==> config.mk <==
export PLATFORM = sky130hd
export DESIGN_NAME = bcd_wrap_counter
export DESIGN_NICKNAME = d
export VERILOG_FILES = /design/src/rtl/clock_pkg.sv /design/src/rtl/bcd_digit_step.sv /design/src/rtl/bcd_wrap_counter.sv
export SDC_FILE = /design/constraint.sdc
export NUM_CORES = 1
export LEC_CHECK = 0
export BUFFER_PORTS_ARGS = -buffer_cell sky130_fd_sc_hd__buf_2
export CORE_MARGIN = 3
export CORE_UTILIZATION = 45
export DETAILED_ROUTE_END_ITERATION = 16
export GPL_ROUTABILITY_DRIVEN = 0
export PLACE_DENSITY = 0.67
export SLEW_MARGIN = 20
export SYNTH_ARGS = -nofsm -noshare
export SYNTH_HDL_FRONTEND = slang
export SYNTH_SLANG_ARGS = --single-unit
==> constraint.sdc <==
create_clock -name clk -period 3.2 [get_ports clk]
set_input_delay 0.48 -clock clk [delete_from_list [all_inputs] [get_ports clk]]
set_output_delay 0.48 -clock clk [all_outputs]
set_load 0.005 [all_outputs]
==> src/rtl/clock_pkg.sv <==
// rtl/clock_pkg.sv - shared BCD width constant and BCD helper functions for the time-field counters
package clock_pkg;

  localparam int BCD_W      = 4;
  localparam int MAX_DIGITS = 16;
  localparam int VEC_W      = BCD_W * MAX_DIGITS;

  // Decimal integer to packed BCD, digit 0 in the low nibble; only the low `digits` nibbles are filled.
  function automatic logic [VEC_W-1:0] to_bcd(input int value, input int digits);
    logic [VEC_W-1:0] res;
    int v;
    res = '0;
    v   = value;
    for (int i = 0; i < MAX_DIGITS; i++) begin
      if (i < digits) begin
        res[i*BCD_W +: BCD_W] = BCD_W'(v % 10);
        v = v / 10;
      end
    end
    return res;
  endfunction

  function automatic logic bcd_valid(input logic [VEC_W-1:0] vec, input int digits);
    logic ok;
    ok = 1'b1;
    for (int i = 0; i < MAX_DIGITS; i++) begin
      if ((i < digits) && (vec[i*BCD_W +: BCD_W] > 4'd9)) begin
        ok = 1'b0;
      end
    end
    return ok;
  endfunction

endpackage

==> src/rtl/bcd_digit_step.sv <==
// rtl/bcd_digit_step.sv - single BCD digit increment/decrement stage with ripple carry/borrow
module bcd_digit_step
  import clock_pkg::*;
(
  input  logic [BCD_W-1:0] digit,
  input  logic             up,
  input  logic             down,
  input  logic             carry_in,
  output logic [BCD_W-1:0] next_digit,
  output logic             carry_out
);

  // carry_in means "this digit must step"; carry_out is a carry when counting up, a borrow when down.
  always_comb begin
    next_digit = digit;
    carry_out  = 1'b0;
    if (carry_in) begin
      if (down) begin
        if (digit == 4'd0) begin
          next_digit = 4'd9;
          carry_out  = 1'b1;
        end else begin
          next_digit = digit - 4'd1;
        end
      end else if (up) begin
        if (digit >= 4'd9) begin
          next_digit = 4'd0;
          carry_out  = 1'b1;
        end else begin
          next_digit = digit + 4'd1;
        end
      end
    end
  end

endmodule

==> src/rtl/bcd_wrap_counter.sv <==
// rtl/bcd_wrap_counter.sv - multi-digit BCD counter with MIN..MAX wrap, run/set modes, parallel load and carry pulse
module bcd_wrap_counter
  import clock_pkg::*;
#(
  parameter int DIGITS    = 2,
  parameter int MIN_VALUE = 0,
  parameter int MAX_VALUE = 23
) (
  input  logic                    clk,
  input  logic                    reset,
  input  logic                    tick,
  input  logic                    set_mode,
  input  logic                    inc,
  input  logic                    dec,
  input  logic                    load,
  input  logic [BCD_W*DIGITS-1:0] load_value,
  output logic [BCD_W*DIGITS-1:0] qout,
  output logic                    cout,
  output logic                    at_max,
  output logic                    load_err
);

  localparam int W = BCD_W * DIGITS;
  localparam logic [VEC_W-1:0] MIN_FULL = to_bcd(MIN_VALUE, DIGITS);
  localparam logic [VEC_W-1:0] MAX_FULL = to_bcd(MAX_VALUE, DIGITS);
  localparam logic [W-1:0]     MIN_BCD  = MIN_FULL[W-1:0];
  localparam logic [W-1:0]     MAX_BCD  = MAX_FULL[W-1:0];

  logic [W-1:0]    qout_q, qout_d;
  logic            cout_q, cout_d;
  logic            load_err_q, load_err_d;
  logic [W-1:0]    stepped;
  logic [DIGITS:0] carry;
  logic            step_down;
  logic            at_min;
  logic            wrap_up, wrap_down;
  logic            load_ok;

  // Only a lone dec in set mode counts down; every other step through the chain is upward.
  assign step_down = set_mode & dec & ~inc;
  assign carry[0]  = 1'b1;

  for (genvar g = 0; g < DIGITS; g++) begin : g_digit
    bcd_digit_step u_digit (
      .digit      (qout_q[g*BCD_W +: BCD_W]),
      .up         (~step_down),
      .down       (step_down),
      .carry_in   (carry[g]),
      .next_digit (stepped[g*BCD_W +: BCD_W]),
      .carry_out  (carry[g+1])
    );
  end

  assign at_max = (qout_q == MAX_BCD);
  assign at_min = (qout_q == MIN_BCD);

  // Top-digit overflow/underflow can only coincide with the range edge, so it folds into the wrap.
  assign wrap_up   = at_max | carry[DIGITS];
  assign wrap_down = at_min | carry[DIGITS];

  // Valid BCD orders the same as its bit pattern, so range checks compare the vectors directly.
  assign load_ok = bcd_valid(VEC_W'(load_value), DIGITS)
                   && (load_value >= MIN_BCD) && (load_value <= MAX_BCD);

  always_comb begin
    qout_d     = qout_q;
    cout_d     = 1'b0;
    load_err_d = 1'b0;
    if (load) begin
      if (load_ok) begin
        qout_d = load_value;
      end else begin
        load_err_d = 1'b1;
      end
    end else if (set_mode) begin
      if (inc & ~dec) begin
        qout_d = wrap_up ? MIN_BCD : stepped;
      end else if (dec & ~inc) begin
        qout_d = wrap_down ? MAX_BCD : stepped;
      end
    end else if (tick) begin
      if (wrap_up) begin
        qout_d = MIN_BCD;
        cout_d = 1'b1;
      end else begin
        qout_d = stepped;
      end
    end
  end

  always_ff @(posedge clk or posedge reset) begin
    if (reset) begin
      qout_q     <= MIN_BCD;
      cout_q     <= 1'b0;
      load_err_q <= 1'b0;
    end else begin
      qout_q     <= qout_d;
      cout_q     <= cout_d;
      load_err_q <= load_err_d;
    end
  end

  assign qout     = qout_q;
  assign cout     = cout_q;
  assign load_err = load_err_q;

endmodule

==> impl_metrics.csv <==
group,metric,value,unit
clock_tree,cts_htree_levels,1,
die,die-area,3190,µm²
die,core-area,2320,µm²
layout,fillCellCount,221,
timing,worst_pin_slew,878,ps
layout,num-nets-final,189,
power,ir_drop,385,µV
yosys,synth_area,1150,µm²
yosys,synthTopCellsByArea,"dfrtp_1 (22%), ha_1 (9.8%), a21oi_1 (6.1%), o211ai_1 (4.6%), inv_1 (4.3%)",
power,power_switching,0.377,mW
global_route,antenna_found_initial,0,
die,rows,17,
layout,syn_to_final_growth,13.6,%
detailed_routing,vias,1221,
power,intPower,0.392,mW
yosys,syn-num-nets,164,
yosys,synth_enable_flop_cells,0,
layout,stdcell_count,191,
clock_tree,post_cts_resized,0,
global_route,grt_overflow,0,
clock_tree,cts_buffer_depth,2,
timing,layout_min_cycle_time,2300,ps
placement,port_buffers,25,
worst_setup_path,worstPathMaxFanout,7,
yosys,synth_area_per_cell,8.20,µm²
yosys,ys_seq_elements,10,
yosys,async_flop_share,100,%
die,initial_core_util,49.5,%
worst_setup_path,rrSetupSlack,900,ps
worst_setup_path,r2r_end,"qout[1]$_DFFE_PP0P_",
worst_setup_path,crit_start,"qout[4]$_DFFE_PP0P_",
run,drv_cap,0,
placement,hpwl,2380,µm
timing,hold_viol,0,
timing,fin_crit_sh,71.9,%
power,power.share.sequential,31.0,%
layout,antenna_cells,0,
worst_setup_path,reg2reg_depth,7,
worst_setup_path,path_cells,"inv_1 -> ha_1 -> inv_1 -> o31ai_1 -> o21ai_4 -> a221oi_1 -> o31ai_1",
detailed_routing,first_iter_violations,61,
timing,max_freq,0.435,GHz
die,fp.dieH,56.5,µm
timing,fin_setup_tns,0,ps
global_route,grt_max_degree,14,
power,leakage,0.559,nW
power,power_frac_comb,57.0,%
layout,fin_util,56.2,%
power,power.share.clock,12.0,%
timing,hold-worst-slack,188,ps
worst_setup_path,start_kind,"flop",
placement,post-place-cells,188,
worst_setup_path,critical_path_class,"flop to flop",
die,pin_count,26,
worst_setup_path,reg2reg_from,"qout[4]$_DFFE_PP0P_",
timing,slew_headroom,41.5,%
worst_setup_path,cp.required,3320,ps
detailed_routing,drtAntennaViolNets,0,
detailed_routing,wl_per_cell,16.1,µm
timing,rsz0062_at_grt,"no",
detailed_routing,viasPerCell,6.39,
yosys,yosysUniqueCellTypes,50,
worst_setup_path,cp.arrival,2420,ps
clock_tree,clock_latency,270,ps
yosys,yosys.area.top_type,"dfrtp_1",
yosys,yosysSeqAreaShare,21.8,%
die,die_x,56.5,µm
global_route,grt.total_usage,20.4,%
yosys,synth_ff_type,"dfrtp_1",
worst_setup_path,slowest_stage,"o31ai_1",
clock_tree,clkTransAtPathRegs,70,ps
clock_tree,root_buffer,"clkbuf_4",
global_route,grt_first_pass_wirelength,5180,µm
outcome,status,"finished clean",
detailed_routing,drt_pass1_iterations,4,
power,power.density,590,nW/µm²
worst_hold_path,worst_hold_path_type,"input pin to async pin",
clock_tree,postCtsSetupRepairBufs,0,
yosys,yosysWarnings,0,
timing,setup_viol,0,
yosys,syn-instance-count,140,
clock_tree,numCtsBuffers,3,
power,swShare,49.1,%
timing,fin_skew,3.22,ps
detailed_routing,drc,0,
detailed_routing,wirelength,3070,µm
layout,final_layout_size_suffix_gt1_share,25.2,%
clock_tree,cts_hold_buf,0,
clock_tree,cts.sinks,10,
timing,maxSlewViolCount,0,
worst_setup_path,slowest_delay,570,ps
yosys,synth_top_area_share,21.8,%
worst_setup_path,cp-endpoint,"qout[1]$_DFFE_PP0P_",
worst_setup_path,cp-end-kind,"flop",
global_route,grt_pass1_vias,1095,
clock_tree,cts_tree,"done",
## synthesized netlist by cell type (all sizes together), types with 3 or more instances
cell type	instances
a21oi	14
inv	13
dfrtp	10
o21ai	10
ha	9
nand2	9
nor2	8
nor3	7
o211ai	7
buf	4
or3	4
a211oi	3
a22oi	3
a311oi	3
nand2b	3
nor3b	3
o31ai	3
## logic make-up (layout without fill, tap and decap cells)
logic type | after synthesis | in the layout | synth area share (%)
buffers and inverters | 18 | 41 | 6.54
adders and majority gates | 9 | 9 | 9.81
DFF | 10 | 10 | 21.8
AOI/OAI and AO/OA | 59 | 59 | 38.1
and+or+nand+nor | 44 | 44 | 23.8
## sequential cells by signal (all words and copies together), names as in the netlist
signal	cells
load_err	1
cout	1
qout	8
## metrics by stage
step	power (mW)	setup WS, ps	area (µm²)
floorplan	0.552	1260	1150
global placement	0.670	953	1280
detailed placement	0.673	952	1280
CTS	0.767	931	1300
global route	0.838	756	1300
finish	0.769	900	1300
## layout make-up
cell class / instances / area, µm² / share of cell area [%]
well taps: 28 / 35.0 / 2.69
flip-flops and latches: 10 / 250 / 19.2
clock buffers: 3 / 22.5 / 1.73
inverters: 13 / 48.8 / 3.74
repair buffers: 25 / 125 / 9.60
multi-input cells: 112 / 822 / 63.1
## power groups by stage
stage	Clock [mW]	Sequential, mW	Combinational (mW)
floorplan	0	0.211	0.341
global placement	0	0.239	0.430
detailed placement	0	0.240	0.432
CTS	0.0939	0.238	0.434
global route	0.0981	0.252	0.488
finish	0.0922	0.239	0.438
## routing by layer
metal	routed length, µm	vias up	part of all wire, %	global-route usage (%)
met3	203	7	6.6	2.53
li1	-	586	-	-
met1	1460	570	48	30.3
met4	77	0	2.5	8.81
met2	1330	58	43	29.0
met5	0	-	0	0
## critical path, delay by kind of cell (launching register included)
family	cells	cell delay [ps]
AOI/OAI and AO/OA	4	1160
DFF	1	450
buffers and inverters	2	300
adders and majority gates	1	240
## worst min-delay path by stage
stage	start	endpoint	slack (ps)	depth (start not counted)
3_3_place_gp	reset	load_err$_DFF_PP0_	490	2
3_5_place_dp	reset	load_err$_DFF_PP0_	500	2
4_1_cts	reset	load_err$_DFF_PP0_	210	2
2_1_floorplan	reset	cout$_DFF_PP0_	320	1
5_1_grt	reset	load_err$_DFF_PP0_	230	2
6_report	reset	qout[4]$_DFFE_PP0P_	190	2
## placed cells by master (no fill, tap or decap), types with 2 or more instances in the layout
master,n
a311oi_1,3
buf_2,25
o22ai_1,2
nand2_1,8
a22oi_1,3
a21oi_1,14
dfrtp_1,10
nand3_1,2
a31oi_1,2
o31ai_1,2
ha_1,9
a41oi_1,2
inv_1,13
nor2_1,8
nor3_2,2
o21ai_0,8
or3_1,3
nor3_1,5
nand2b_1,3
o211ai_1,7
clkbuf_4,3
nand3b_1,2
Note: power is estimated with default switching activity, not from simulation.
